===== src/rtl/pm_load_sequencer_pkg.sv =====
// Shared types and width helpers for the program-memory load sequencer.
package pm_load_sequencer_pkg;

  localparam int unsigned DEF_DATA_WIDTH = 32;
  localparam int unsigned DEF_ADD_WIDTH  = 7;
  localparam int unsigned DEF_WIDTH      = 8;
  localparam int unsigned BYTES          = DEF_DATA_WIDTH / DEF_WIDTH;

  typedef enum logic [1:0] {
    ST_IDLE = 2'd0,
    ST_LOAD = 2'd1,
    ST_RUN  = 2'd2,
    ST_HALT = 2'd3
  } seq_state_e;

  function automatic int unsigned bytes_per_word(input int unsigned data_width,
                                                 input int unsigned width);
    return data_width / width;
  endfunction

  // The byte counter keeps at least one bit even when a word is a single byte.
  function automatic int unsigned byte_cnt_width(input int unsigned bytes);
    return (bytes > 1) ? $clog2(bytes) : 1;
  endfunction

endpackage


===== src/rtl/pm_load_sequencer_if.sv =====
// Pad-byte input, fetch address and program-memory write port of the load sequencer.
interface pm_load_sequencer_if
  import pm_load_sequencer_pkg::*;
#(
  parameter int unsigned DATA_WIDTH = DEF_DATA_WIDTH,
  parameter int unsigned ADD_WIDTH  = DEF_ADD_WIDTH,
  parameter int unsigned WIDTH      = DEF_WIDTH
);

  logic [WIDTH-1:0]      byte_in;
  logic                  byte_valid;
  logic [ADD_WIDTH-1:0]  cpu_fetch_addr;
  logic                  pm_wr_en;
  logic [ADD_WIDTH-1:0]  pm_addr;
  logic [DATA_WIDTH-1:0] pm_wdata;

  // master = the sequencer, which owns the program-memory port
  modport master (
    input  byte_in, byte_valid, cpu_fetch_addr,
    output pm_wr_en, pm_addr, pm_wdata
  );

  modport slave (
    output byte_in, byte_valid, cpu_fetch_addr,
    input  pm_wr_en, pm_addr, pm_wdata
  );

endinterface


===== src/rtl/pm_load_sequencer_byte_packer.sv =====
// Assembles little-endian pad bytes into instruction words; emits a one-cycle word_valid.
module pm_load_sequencer_byte_packer
  import pm_load_sequencer_pkg::*;
#(
  parameter int unsigned DATA_WIDTH = DEF_DATA_WIDTH,
  parameter int unsigned WIDTH      = DEF_WIDTH
) (
  input  logic                  clk,
  input  logic                  rst_n,
  input  logic                  i_clear,
  input  logic                  i_accept,
  input  logic [WIDTH-1:0]      i_byte,
  output logic                  o_partial,
  output logic                  o_word_valid,
  output logic [DATA_WIDTH-1:0] o_word
);

  localparam int unsigned N_BYTES = bytes_per_word(DATA_WIDTH, WIDTH);
  localparam int unsigned CNT_W   = byte_cnt_width(N_BYTES);

  logic [CNT_W-1:0]      r_cnt;
  logic [DATA_WIDTH-1:0] r_shift;
  logic [DATA_WIDTH-1:0] r_word;
  logic                  r_word_valid;
  logic [DATA_WIDTH-1:0] w_insert;
  logic                  w_last;

  // Drop the incoming byte into the lane selected by the byte counter.
  genvar gi;
  generate
    for (gi = 0; gi < N_BYTES; gi++) begin : g_lane
      assign w_insert[gi*WIDTH +: WIDTH] =
        (r_cnt == CNT_W'(gi)) ? i_byte : r_shift[gi*WIDTH +: WIDTH];
    end
  endgenerate

  assign w_last = (r_cnt == CNT_W'(N_BYTES - 1));

  // The finished word lives in its own register so the next word can start
  // filling r_shift during the write cycle without disturbing pm_wdata.
  always_ff @(posedge clk or negedge rst_n) begin
    if (!rst_n) begin
      r_cnt        <= '0;
      r_shift      <= '0;
      r_word       <= '0;
      r_word_valid <= 1'b0;
    end else begin
      r_word_valid <= 1'b0;
      if (i_clear) begin
        r_cnt <= '0;
      end else if (i_accept) begin
        if (w_last) begin
          r_word       <= w_insert;
          r_word_valid <= 1'b1;
          r_cnt        <= '0;
        end else begin
          r_shift <= w_insert;
          r_cnt   <= r_cnt + 1'b1;
        end
      end
    end
  end

  assign o_partial    = (r_cnt != '0);
  assign o_word_valid = r_word_valid;
  assign o_word       = r_word;

endmodule


===== src/rtl/pm_load_sequencer.sv =====
// Program-memory loader and CPU run control: run-state FSM, load address, sticky flags, pm_addr mux.
module pm_load_sequencer
  import pm_load_sequencer_pkg::*;
#(
  parameter int unsigned DATA_WIDTH = DEF_DATA_WIDTH,
  parameter int unsigned ADD_WIDTH  = DEF_ADD_WIDTH,
  parameter int unsigned WIDTH      = DEF_WIDTH
) (
  input  logic                 clk,
  input  logic                 rst_n,
  pm_load_sequencer_if.master  bus,
  input  logic                 i_cmd_load,
  input  logic                 i_cmd_run,
  input  logic                 i_cmd_halt,
  output logic                 o_cpu_rst_n,
  output logic                 o_cpu_stall,
  output logic [1:0]           o_state,
  output logic [ADD_WIDTH:0]   o_words_loaded,
  output logic                 o_err_partial,
  output logic                 o_mem_full
);

  localparam logic [ADD_WIDTH-1:0] LAST_ADDR = '1;

  seq_state_e            r_state;
  seq_state_e            w_state_next;
  logic [ADD_WIDTH-1:0]  r_load_addr;
  logic [ADD_WIDTH:0]    r_words_loaded;
  logic                  r_err_partial;
  logic                  r_mem_full;
  logic                  r_cpu_rst_n;
  logic                  r_cpu_stall;

  logic                  w_do_halt;
  logic                  w_do_load;
  logic                  w_do_run;
  logic                  w_wr_en;
  logic                  w_last_write;
  logic                  w_partial;
  logic                  w_clear;
  logic                  w_accept;
  logic                  w_leave_partial;
  logic [DATA_WIDTH-1:0] w_word;

  // Halt outranks load outranks run; an ignored halt in IDLE does not mask the others.
  assign w_do_halt    = i_cmd_halt && (r_state != ST_IDLE);
  assign w_do_load    = !w_do_halt && i_cmd_load;
  assign w_do_run     = !w_do_halt && !i_cmd_load && i_cmd_run;
  assign w_last_write = w_wr_en && (r_load_addr == LAST_ADDR);

  always_ff @(posedge clk or negedge rst_n) begin
    if (!rst_n) begin
      r_state <= ST_IDLE;
    end else begin
      r_state <= w_state_next;
    end
  end

  always_comb begin
    w_state_next = r_state;
    if (w_do_halt) begin
      w_state_next = ST_HALT;
    end else if (w_do_load) begin
      w_state_next = ST_LOAD;
    end else if (w_do_run) begin
      w_state_next = ST_RUN;
    end else if (w_last_write) begin
      w_state_next = ST_IDLE;
    end
  end

  // Bytes count only while LOAD continues uninterrupted into the next cycle.
  assign w_clear         = (w_state_next != ST_LOAD) || w_do_load;
  assign w_accept        = bus.byte_valid && (r_state == ST_LOAD) && !w_clear;
  assign w_leave_partial = (r_state == ST_LOAD) && (w_state_next != ST_LOAD) && w_partial;

  pm_load_sequencer_byte_packer #(
    .DATA_WIDTH (DATA_WIDTH),
    .WIDTH      (WIDTH)
  ) u_packer (
    .clk          (clk),
    .rst_n        (rst_n),
    .i_clear      (w_clear),
    .i_accept     (w_accept),
    .i_byte       (bus.byte_in),
    .o_partial    (w_partial),
    .o_word_valid (w_wr_en),
    .o_word       (w_word)
  );

  // The write cycle always finishes at the current address; a concurrent
  // cmd_load only redirects what happens after it.
  always_ff @(posedge clk or negedge rst_n) begin
    if (!rst_n) begin
      r_load_addr    <= '0;
      r_words_loaded <= '0;
      r_err_partial  <= 1'b0;
      r_mem_full     <= 1'b0;
      r_cpu_rst_n    <= 1'b0;
      r_cpu_stall    <= 1'b0;
    end else begin
      r_cpu_rst_n <= (w_state_next == ST_RUN) || (w_state_next == ST_HALT);
      r_cpu_stall <= (w_state_next == ST_HALT);
      if (w_do_load) begin
        r_load_addr    <= '0;
        r_words_loaded <= '0;
        r_err_partial  <= 1'b0;
        r_mem_full     <= 1'b0;
      end else begin
        if (w_wr_en) begin
          r_load_addr    <= r_load_addr + 1'b1;
          r_words_loaded <= r_words_loaded + 1'b1;
          if (w_last_write) begin
            r_mem_full <= 1'b1;
          end
        end
        if (w_leave_partial) begin
          r_err_partial <= 1'b1;
        end
      end
    end
  end

  assign bus.pm_addr  = ((r_state == ST_RUN) || (r_state == ST_HALT)) ?
                        bus.cpu_fetch_addr : r_load_addr;
  assign bus.pm_wr_en = w_wr_en;
  assign bus.pm_wdata = w_word;

  assign o_cpu_rst_n    = r_cpu_rst_n;
  assign o_cpu_stall    = r_cpu_stall;
  assign o_state        = r_state;
  assign o_words_loaded = r_words_loaded;
  assign o_err_partial  = r_err_partial;
  assign o_mem_full     = r_mem_full;

endmodule


===== src/flat_wrapper.sv =====
// flat-port wrapper written by rule: the top's interface ports become plain ports
module pm_load_sequencer_flat import pm_load_sequencer_pkg::*;
#(
  parameter int unsigned DATA_WIDTH = DEF_DATA_WIDTH,
  parameter int unsigned ADD_WIDTH  = DEF_ADD_WIDTH,
  parameter int unsigned WIDTH      = DEF_WIDTH
)
  (clk, rst_n, i_cmd_load, i_cmd_run, i_cmd_halt, o_cpu_rst_n, o_cpu_stall, o_state, o_words_loaded, o_err_partial, o_mem_full, bus_byte_in, bus_byte_valid, bus_cpu_fetch_addr, bus_pm_wr_en, bus_pm_addr, bus_pm_wdata);
  pm_load_sequencer_if #(.DATA_WIDTH(DATA_WIDTH), .ADD_WIDTH(ADD_WIDTH), .WIDTH(WIDTH)) bus_i ();
  input  logic clk;
  input  logic rst_n;
  input  logic i_cmd_load;
  input  logic i_cmd_run;
  input  logic i_cmd_halt;
  output logic o_cpu_rst_n;
  output logic o_cpu_stall;
  output logic [1:0] o_state;
  output logic [ADD_WIDTH:0] o_words_loaded;
  output logic o_err_partial;
  output logic o_mem_full;
  input wire logic [$bits(bus_i.byte_in)-1:0] bus_byte_in;
  input wire logic [$bits(bus_i.byte_valid)-1:0] bus_byte_valid;
  input wire logic [$bits(bus_i.cpu_fetch_addr)-1:0] bus_cpu_fetch_addr;
  output wire logic [$bits(bus_i.pm_wr_en)-1:0] bus_pm_wr_en;
  output wire logic [$bits(bus_i.pm_addr)-1:0] bus_pm_addr;
  output wire logic [$bits(bus_i.pm_wdata)-1:0] bus_pm_wdata;
  assign bus_i.byte_in = bus_byte_in;
  assign bus_i.byte_valid = bus_byte_valid;
  assign bus_i.cpu_fetch_addr = bus_cpu_fetch_addr;
  assign bus_pm_wr_en = bus_i.pm_wr_en;
  assign bus_pm_addr = bus_i.pm_addr;
  assign bus_pm_wdata = bus_i.pm_wdata;
  pm_load_sequencer #(.DATA_WIDTH(DATA_WIDTH), .ADD_WIDTH(ADD_WIDTH), .WIDTH(WIDTH)) u_core (.clk(clk), .rst_n(rst_n), .bus(bus_i), .i_cmd_load(i_cmd_load), .i_cmd_run(i_cmd_run), .i_cmd_halt(i_cmd_halt), .o_cpu_rst_n(o_cpu_rst_n), .o_cpu_stall(o_cpu_stall), .o_state(o_state), .o_words_loaded(o_words_loaded), .o_err_partial(o_err_partial), .o_mem_full(o_mem_full));
endmodule

===== config.mk =====
export PLATFORM = sky130hd
export DESIGN_NAME = pm_load_sequencer_flat
export DESIGN_NICKNAME = d
export VERILOG_FILES = /design/src/rtl/pm_load_sequencer_pkg.sv /design/src/rtl/pm_load_sequencer_if.sv /design/src/rtl/pm_load_sequencer_byte_packer.sv /design/src/rtl/pm_load_sequencer.sv /design/src/flat_wrapper.sv
export SDC_FILE = /design/constraint.sdc
export NUM_CORES = 1
export LEC_CHECK = 0
export ABC_AREA = 1
export BUFFER_PORTS_ARGS = -buffer_cell sky130_fd_sc_hd__buf_2
export CAP_MARGIN = 20
export CORE_ASPECT_RATIO = 1.5
export CORE_MARGIN = 2
export CORE_UTILIZATION = 60
export DETAILED_ROUTE_END_ITERATION = 10
export GPL_ROUTABILITY_DRIVEN = 0
export PLACE_DENSITY = 0.85
export SLEW_MARGIN = 0
export SYNTH_ARGS = -nofsm -noshare
export SYNTH_HDL_FRONTEND = slang
export SYNTH_SLANG_ARGS = --single-unit

===== constraint.sdc =====
create_clock -name clk -period 4.6 [get_ports clk]
set_input_delay 0.92 -clock clk [delete_from_list [all_inputs] [get_ports clk]]
set_output_delay 0.92 -clock clk [all_outputs]
set_load 0.05 [all_outputs]

After elaboration in Yosys (flattened, before gate mapping). Index checks and enable logic that the tools add are counted.

Bits of input ports: 21. Word-level logic and storage cells: 75. Output and inout bits: 54. Register bits: 88.

Bitwise logic cells: 2. Multiplexer cells: 24. Reductions and logical operators: 25. $add $sub $neg: 3. Equal/unequal tests: 10.

Operator list (count): $mux W8 (6); $mux W7 (3); $mux W2 (7); $eq A2 B2 Y1 const B (6); $reduce_bool A2 Y1 (6); $logic_and A1 B1 Y1 (9); $add A8 B1 Y8 const B (1); $mux W1 (8); $add A7 B1 Y7 const B (1); $eq A7 B7 Y1 const B (1); $reduce_and A3 Y1 (2); $eq A2 B1 Y1 const B (2); $logic_not A1 Y1 (3); $logic_or A1 B1 Y1 (3); $add A2 B1 Y2 const B (1); $logic_not A2 Y1 (1); $ne A2 B1 Y1 const B (1); $not A1 Y1 (2); $reduce_and A2 Y1 (1).

Longest topological paths before layout. Gate-level depths: netlist of run 1.

Word-level depth: 14. Depth in mapped cells: 12. Gate-level depth less buffers: 10.

Cells and area by module. Synthesis of run 1 repeated with hierarchy kept, for this count alone.

Cells, all modules: 471. Area, all modules: 3769.9 um2.

By module, submodules not included: pm_load_sequencer_byte_packer (cells each 335, area each 2607.5 um2, times used 1, sequential area each 1476.4 um2); pm_load_sequencer (cells each 136, area each 1162.4 um2, times used 1, sequential area each 525.5 um2).

Least setup slack after synthesis of run 1. Ideal clock, no wire load.

Kind: reg-to-output. Start point: register u_core.r_state[1] (netlist: u_core.o_state[1]). End point: output port bus_pm_addr[2]. Required time: 3.680 ns. Setup slack: 1.576 ns. Cell stages (with the launch flop): 4. Data arrival time: 2.104 ns. Buffers on the path: 2. Path through: dfrtp_1 buf_2 clkbuf_1 o21ai_0.

Cells in the longest elaborated chain, start to end: 3. Elaborated cells on any way between the ends: 4. Those cells by class: eq/ne (2); mux (1); reduce/logical (1).

RTL lines: start: declaration (line pm_load_sequencer.sv:25) `seq_state_e r_state;`; start signal: assignment (line pm_load_sequencer.sv:55) `r_state <= w_state_next;`; $eq A2 B2 Y1 (line pm_load_sequencer.sv:124) `assign bus.pm_addr = ((r_state == ST_RUN) || (r_state == ST_HALT)) ?`; $logic_or A1 B1 Y1 (*) (line pm_load_sequencer.sv:124); $mux W7 (*) (line pm_load_sequencer.sv:124); end: declaration (line flat_wrapper.sv:25) `output wire logic [$bits(bus_i.pm_addr)-1:0] bus_pm_addr;`.

Every way passes the cells marked *; elsewhere a longest branch is shown, timed or not.

Worst setup path in the final report of run 1.
Start point: register u_core.r_state[1] (netlist: u_core.o_state[1]). End point: register u_core.u_packer.r_shift[21].

Cells in the longest elaborated chain, start to end: 13. Elaborated cells on any way between the ends: 18. Those cells by class: eq/ne (2); mux (4); bitwise (1); reduce/logical (11).

RTL lines: $reduce_bool A2 Y1 (line pm_load_sequencer.sv:46) `assign w_do_halt = i_cmd_halt && (r_state != ST_IDLE);`; $logic_and A1 B1 Y1 (line pm_load_sequencer.sv:46); $logic_not A1 Y1 (line pm_load_sequencer.sv:47, pm_load_sequencer.sv:48); $logic_and A1 B1 Y1 (2 in series) (line pm_load_sequencer.sv:48) `assign w_do_run = !w_do_halt && !i_cmd_load && i_cmd_run;`; $mux W2 (line pm_load_sequencer.sv:65) `end else if (w_do_run) begin`; $mux W2 (line pm_load_sequencer.sv:63) `end else if (w_do_load) begin`; $mux W2 (line pm_load_sequencer.sv:61) `if (w_do_halt) begin`; $ne A2 B1 Y1 (line pm_load_sequencer.sv:73) `assign w_clear = (w_state_next != ST_LOAD) || w_do_load;`; $logic_or A1 B1 Y1 (line pm_load_sequencer.sv:73); $logic_not A1 Y1 (line pm_load_sequencer.sv:74) `assign w_accept = bus.byte_valid && (r_state == ST_LOAD) && !w_clear;`; $logic_and A1 B1 Y1 (line pm_load_sequencer.sv:74); $reduce_and A3 Y1 (no source line) (*); end signal: assignment (line pm_load_sequencer_byte_packer.sv:57) `r_shift <= w_insert;`; end: declaration (line pm_load_sequencer_byte_packer.sv:22) `logic [DATA_WIDTH-1:0] r_shift;`.

Marks and branches as above. A chain may end at the register's enable or synchronous reset.

==> results.md, run 1 <==
* Status: finished clean
* Mapped Nets at between 500 and 600
* Syn Inst Count at 515
* RSZ-0062 raised after global routing: no
* Die area at 7630 µm²
* Top-area cell type share of the netlist area at 0.481
* Power, Total at between 1 and 1.5 mW
* Top Ports at 75
* HPWL Detailed at 5890 µm
* Crit-path most repeated cell: nand2_1
* Final std cells w/o fill at about 660
* Ys Warns at 0
* Initial drt markers at between 200 and 300
* PortBufs at 74
* WL per Instance at between 10 and 15 µm
* Critical path's slowest cell: dfrtp_1
* Antenna violations before repair at 0
* H-Tree Depth at 3
* Fin util at 0.688
* Post-route clock period utilization at 0.578
* CTS tree: yes
* Synth Register Bits at 80
* Type of the most critical hold path: in2async
* Layout cell share with drive strength beyond 1 at 0.170
* Global route total overflow at 0
* Final antenna-violating net count at 0
* Max VDD drop at between 0.2 and 0.25 mV
* Diode count at 0
* Critical path class: reg2reg
* Detailed Route WL at 8960 µm
* Worst setup EP type: flip-flop
* # hold bufs at CTS at 0
* Lkg Pwr at ~2.3 nW
* WP data required at slightly below 5 ns
* WP data arrival at 2.95 ns
* CTS resizes at 0
* Crit path max-delay family: simple AND/OR/NAND/NOR gates
* Number of detailed-route iterations in the first pass at 5
* Top area cells in the synthesized netlist: dfrtp_1 48%, nand2_1 10%, o21bai_1 10%
* Via density at between 5 and 6
* Setup violators final at 0
* Vias in the first global route at roughly 3.3k
* Placeable Area at between 6000 and 7000 µm²
* Final nets at 601
* Max FO, Critical Path at 35
* Total Routing Usage GR at 0.250
* Postcts setup bufs at 0
* Worst slew pin tran at between 0.7 and 0.8 ns
* Final Hold Viols at 0
* Clock Latency Late Sink at about 0.36 ns
* Post-synthesis sequential area ratio at 0.481
* Site Rows at 37
* Die width at slightly above 70 µm
* Vias post-DR at ~3.5k
* Avg Inst Size Synth at ~8.1 µm²
* Slew headroom at 0.500
* Placed Cells at 640
* Remaining DRCs at 0
* Synth cell types at 24
* First-pass GRT wire length at between 10000 and 15000 µm
* Die Span Y at 106 µm
* Post-Synthesis Cell Area at just over 4000 µm²
* Pwr dens at between 300 and 400 nW/µm²
* Largest net degree at the start of global routing at 81
* Fmax at about 380 MHz
* WP buf/inv at 1
* CTS root buffer: clkbuf_8
* Critical path, cell by cell: o21ai_1 > nand2_1 > nand3_2 > nor2_4 > buf_4 > nand3_1 > nand2_1
* Final critical-path required period at about 2.7 ns
* Startpoint class of the critical path: flip-flop
* Cell taking the most area after synthesis: dfrtp_1
* Worst Skew at between 0.006 and 0.007 ns
* CTS clk-pin slew, worst paths at ~0.07 ns
* Synth-to-layout area growth at 12.7%
* Setup TNS at 0 ns
* Slew Limit Fails at 0
* Max-cap viol count at 0
* Clock sinks at 80
* CTS max path bufs at 2
* Critical Path Max Stage Delay at ~0.7 ns
* Total CTS buffers at 9
* Final hold slack at 0.448 ns
* Initial Util at 0.611
layout by cell type, fill, tap and decap left out:
master,n
xor2_1,1
a21oi_1,10
nand2_2,2
nor3_1,7
nand3_1,65
o21ai_1,1
buf_16,1
nand3_2,1
a21oi_2,1
ha_2,1
dfrtp_1,80
buf_2,73
inv_1,82
o21ai_0,39
o21bai_1,57
buf_4,5
nand4_1,2
and3_1,2
nor2_2,1
clkbuf_8,12
ha_1,5
nor2_1,11
nand2_1,114
nor4_1,1
nor2_4,1
clkbuf_1,2
metrics by stage:
| stage | cell area, µm² | setup slack (ns) |
|---|---|---|
| 2_1_floorplan | 4160 | 1.58 |
| 3_3_place_gp | 4480 | 1.79 |
| 3_5_place_dp | 4480 | 1.73 |
| 4_1_cts | 4660 | 1.96 |
| 5_1_grt | 4680 | 1.64 |
| 6_report | 4680 | 1.94 |
Yosys cell counts:
library cell / instances
nand2_1: 114
inv_1: 82
dfrtp_1: 80
nand3_1: 65
o21bai_1: 57
o21ai_0: 39
clkbuf_1: 17
nor2_1: 11
a21oi_1: 10
nor3_1: 7
buf_2: 6
buf_6: 6
ha_1: 6
and3_1: 2
buf_4: 2
nand2_2: 2
nand4_1: 2
a21oi_2: 1
nand3_2: 1
nor2_2: 1
nor2_4: 1
nor4_1: 1
o21ai_1: 1
xor2_1: 1
registers in the layout, indices dropped and copies added (netlist names), 2 cells and up:
name and count:
u_core.o_state 2, u_core.o_words_loaded 8, u_core.r_load_addr 7, u_core.u_packer.o_word 32
u_core.u_packer.r_cnt 2, u_core.u_packer.r_shift 24
final timing paths:
kind	startpoint	end	slack, ns	depth (start not counted)
min	rst_n	u_core.o_state[1]	0.45	1
min reg2reg	u_core.o_mem_full	u_core.o_mem_full	0.50	2
max	u_core.o_state[1]	u_core.u_packer.r_shift[21]	1.94	7
min in group clk	u_core.o_mem_full	u_core.o_mem_full	0.50	2
max reg2reg	u_core.o_state[1]	u_core.u_packer.r_shift[21]	1.94	7
max in group asynchronous	rst_n	u_core.u_packer.o_word[25]	3.58	2
power by group:
| part | switching (mW) | total [mW] | leakage, nW | internal (mW) |
|---|---|---|---|---|
| Combinational | 0.146 | 0.226 | 1.37 | 0.0800 |
| Sequential | 0.0213 | 0.785 | 0.852 | 0.764 |
| Clock | 0.237 | 0.473 | 0.0886 | 0.235 |
cell families after synthesis:
| logic type | Yosys count | synth area share |
|---|---|---|
| flip-flops | 80 | 0.481 |
| buffers and inverters | 113 | 0.116 |
| XOR/XNOR | 1 | 0.00211 |
| adder cells (fa/ha/maj) | 6 | 0.0181 |
| AND/OR/NAND/NOR | 207 | 0.217 |
| AO/OA/AOI/OAI | 108 | 0.165 |
layout make-up:
cell class	instances	area, µm²
clock buffers	14	173
multi-input cells	322	1670
flip-flops and latches	80	2000
repair buffers	79	430
inverters	82	308
well taps	78	97.6
fillers	548	2120
routing by layer:
layer / track usage / wire length (µm)
met5: 0 / 0
met4: 0.105 / 223
met3: 0.0597 / 560
met2: 0.417 / 4530
met1: 0.306 / 3640
Note: power is estimated with default switching activity, not from simulation.
==> run 2: changes to the inputs <==
--- a/config.mk
+++ b/config.mk
@@ -5,15 +5,15 @@
 export SDC_FILE = /design/constraint.sdc
 export NUM_CORES = 1
 export LEC_CHECK = 0
-export ABC_AREA = 1
+export ABC_AREA = 0
 export BUFFER_PORTS_ARGS = -buffer_cell sky130_fd_sc_hd__buf_2
 export CAP_MARGIN = 20
 export CORE_ASPECT_RATIO = 1.5
 export CORE_MARGIN = 2
-export CORE_UTILIZATION = 60
+export CORE_UTILIZATION = 55
 export DETAILED_ROUTE_END_ITERATION = 10
 export GPL_ROUTABILITY_DRIVEN = 0
-export PLACE_DENSITY = 0.85
+export PLACE_DENSITY = 0.8
 export SLEW_MARGIN = 0
 export SYNTH_ARGS = -nofsm -noshare
 export SYNTH_HDL_FRONTEND = slang
==> constraint.sdc (replaced) <==
create_clock -name clk -period 2.65 [get_ports clk]
set_input_delay 0.53 -clock clk [delete_from_list [all_inputs] [get_ports clk]]
set_output_delay 0.53 -clock clk [all_outputs]
set_load 0.05 [all_outputs]
==> run 2 against run 1 <==
  * Non-clock buffer count rose by 1
  * Final area fell by 5.7%
  * Sequential share of layout area rose by 2.6 points
  * Synthesized area fell by 9.1%
  * Hold slack got worse by 0.29 ns
  * Critical path type unchanged
  * Highest routed layer unchanged
==> results.md, run 2 <==
* Clock sinks at 80 (unchanged)
* CTS max path bufs at 2 (unchanged)
* Max FO, Critical Path at 8 (was 35)
* Startpoint class of the critical path: flip-flop (unchanged)
* H-Tree Depth at 3 (unchanged)
* HPWL Detailed at 4890 µm (was 5890 µm)
* Postcts setup bufs at 0 (unchanged)
* Fmax at 467 MHz (was 376 MHz)
* Layout cell share with drive strength beyond 1 at 0.534 (was 0.170)
* Critical R2R Launch: u_core.r_load_addr[0] (was u_core.o_state[1])
* Top Ports at 75 (unchanged)
* Final std cells w/o fill at 430 (was 655)
* WP data arrival at 2.38 ns (was 2.95 ns)
* Top cells by count, synth: 80 x dfrtp_1, 58 x mux2_2, 29 x mux2_4, 19 x nor2_1, 7 x nand2_1 (was 114 x nand2_1, 82 x inv_1, 80 x dfrtp_1, 65 x nand3_1, 57 x o21bai_1)
* # hold bufs at CTS at 0 (unchanged)
* Fin util at 0.654 (was 0.688)
* Worst setup EP type: flip-flop (unchanged)
* WL per Instance at 16.2 µm (was 13.7 µm)
* Number of detailed-route iterations in the first pass at 4 (was 5)
* Setup violators final at 0 (unchanged)
* Most frequent cell after synthesis: dfrtp_1 (was nand2_1)
* Top area cells in the synthesized netlist: dfrtp_1 53%, mux2_2 17%, mux2_4 12% (was dfrtp_1 48%, nand2_1 10%, o21bai_1 10%)
* Slew headroom at 0.573 (was 0.500)
* CTS root buffer: clkbuf_8 (unchanged)
* Vias post-DR at 2345 (was 3540)
* Max reg flops at 32 (unchanged)
* Antenna violations before repair at 0 (unchanged)
* Post-Synthesis Cell Area at 3780 µm² (was 4160 µm²)
* Final critical-path required period at 2.14 ns (was 2.66 ns)
* Multi-input logic area at 1680 µm² (was 1670 µm²)
* Site Rows at 37 (unchanged)
* CP endpoint: u_core.u_packer.r_shift[16] (was u_core.u_packer.r_shift[21])
* Final nets at 374 (was 601)
* Max-cap viol count at 0 (unchanged)
* RSZ-0062 raised after global routing: no (unchanged)
* WP data required at 2.89 ns (was 4.89 ns)
* Worst Skew at 0.00919 ns (was 0.00650 ns)
* Commonest non-fill, non-tap cell in the layout: dfrtp_1 (was nand2_1)
* Type of the most critical hold path: in2async (unchanged)
* Top-area cell type share of the netlist area at 0.530 (was 0.481)
* Final hold slack at 0.157 ns (was 0.448 ns)
* Final antenna-violating net count at 0 (unchanged)
* Reg-to-reg slack, setup at 0.51 ns (was 1.94 ns)
* CP Depth at 5 (was 7)
* First-pass GRT wire length at 11600 µm (was 14800 µm)
* # fillers at 505 (was 548)
* Post-synthesis sequential area ratio at 0.530 (was 0.481)
* Syn Inst Count at 266 (was 515)
* Synth cell types at 34 (was 24)
* Remaining DRCs at 0 (unchanged)
* Global route total overflow at 0 (unchanged)
* Slew Limit Fails at 0 (unchanged)
* Initial Util at 0.559 (was 0.611)
* Initial drt markers at 92 (was 276)
* Diode count at 0 (unchanged)
* Status: finished clean (unchanged)
* Post-route clock period utilization at 0.808 (was 0.578)
* Die Span Y at 106 µm (about the same)
* R2R Path End: u_core.u_packer.r_shift[16] (was u_core.u_packer.r_shift[21])
* Largest net degree at the start of global routing at 44 (was 81)
* Critical path class: reg2reg (unchanged)
* Setup TNS at 0 ns (unchanged)
* Synth-to-layout area growth at 16.9% (was 12.7%)
* R2R cell count at 5 (was 7)
* Clock Latency Late Sink at 0.36 ns (about the same)
* Avg Inst Size Synth at 14.2 µm² (was 8.07 µm²)
* Ys Warns at 0 (unchanged)
* Synth Register Bits at 80 (unchanged)
* Max VDD drop at 0.425 mV (was 0.216 mV)
* Storage element area at 2000 µm² (unchanged)
* Cell taking the most area after synthesis: dfrtp_1 (unchanged)
* WP buf/inv at 0 (was 1)
* Critical Path Max Stage Delay at 0.43 ns (was 0.71 ns)
* Via density at 5.45 (was 5.40)
* Mapped Nets at 293 (was 542)
* Top FF cell, synth: dfrtp_1 (unchanged)
* CTS clk-pin slew, worst paths at 0.08 ns (was 0.07 ns)
* Final Hold Viols at 0 (unchanged)
* Die area at 7570 µm² (was 7630 µm²)
* PortBufs at 74 (unchanged)
* CTS resizes at 0 (unchanged)
* Detailed Route WL at 6980 µm (was 8960 µm)
* Post-synth EDFFs at 0 (unchanged)
* Lkg Pwr at 2.28 nW (was 2.31 nW)
* Post-synthesis async set-or-reset flop share at 1.00 (unchanged)
* Crit path max-delay family: simple AND/OR/NAND/NOR gates (unchanged)
* Worst slew pin tran at 0.641 ns (was 0.749 ns)
* Critical path, cell by cell: ha_1 > and4_1 > a41oi_2 > nand4_2 > mux2_2 (was o21ai_1 > nand2_1 > nand3_2 > nor2_4 > buf_4 > nand3_1 > nand2_1)
* Total CTS buffers at 9 (unchanged)
* CTS tree: yes (unchanged)
* Crit path from: u_core.r_load_addr[0] (was u_core.o_state[1])
* Placeable Area at 6760 µm² (was 6810 µm²)
* Most frequent cells in the layout: 80 x dfrtp_1, 73 x buf_2, 58 x mux2_2 (was 114 x nand2_1, 82 x inv_1, 80 x dfrtp_1)
* Critical path's slowest cell: dfrtp_1 (unchanged)
* Vias in the first global route at 2366 (was 3294)
* Placed Cells at 414 (was 640)
* Pwr dens at 527 nW/µm² (was 317 nW/µm²)
* Die width at 71.7 µm (was 72.0 µm)
* Total Routing Usage GR at 0.202 (was 0.250)
-- run 2: how the worst min path moves through the flow --
stage                           startpoint                     endpoint  slack (ns)  depth (start not counted)
4_1_cts                              rst_n     u_core.o_words_loaded[5]        0.17                          1
2_1_floorplan                        rst_n           u_core.o_cpu_rst_n        0.23                          0
5_1_grt                              rst_n   u_core.u_packer.o_word[23]        0.20                          1
6_report                             rst_n     u_core.o_words_loaded[5]        0.16                          1
3_3_place_gp   u_core.u_packer.r_shift[20]  u_core.u_packer.r_shift[20]        0.48                          1
3_5_place_dp   u_core.u_packer.r_shift[13]  u_core.u_packer.r_shift[13]        0.49                          1
-- run 2: cell type report --
cell class,count,share of cell area
Multi-Input combinational cell,173,0.380
Timing Repair Buffer,80,0.100
Tap cell,78,0.0221
Clock inverter,2,0.00283
Sequential cell,80,0.453
Inverter,3,0.00255
Clock buffer,14,0.0391
-- run 2: per-layer routing --
layer	share of wire	vias up	track usage
met2	0.51	57	0.323
met4	0.021	0	0.0916
met1	0.43	1164	0.248
li1	-	1112	-
met3	0.046	12	0.0602
met5	0	-	0
-- run 2: kinds of logic (layout without fill, tap and decap cells) --
kind of cell,after synthesis,in the layout,share of synthesized area
buf+inv,13,99,0.0261
simple gates,51,51,0.0791
flops,80,80,0.530
xor+xnor,10,10,0.0232
compound gates,16,16,0.0262
fa+ha+maj,6,6,0.0199
mux,90,90,0.296
-- run 2: through the flow --
| step | power [mW] | setup WS (ns) | area [µm²] |
|---|---|---|---|
| 2_1_floorplan | 1.43 | 0.565 | 3780 |
| 3_3_place_gp | 1.51 | 0.531 | 4230 |
| 3_5_place_dp | 1.51 | 0.505 | 4230 |
| 4_1_cts | 2.36 | 0.489 | 4420 |
| 5_1_grt | 2.43 | 0.341 | 4420 |
| 6_report | 2.33 | 0.510 | 4420 |
-- run 2: power breakdown --
group          internal [mW]  leakage, nW  total [mW]  switching, mW
clock network          0.417       0.0927       0.842          0.426
logic                 0.0767         1.09       0.210          0.133
registers               1.26         1.09        1.28         0.0193
total                   1.75         2.28        2.33          0.578
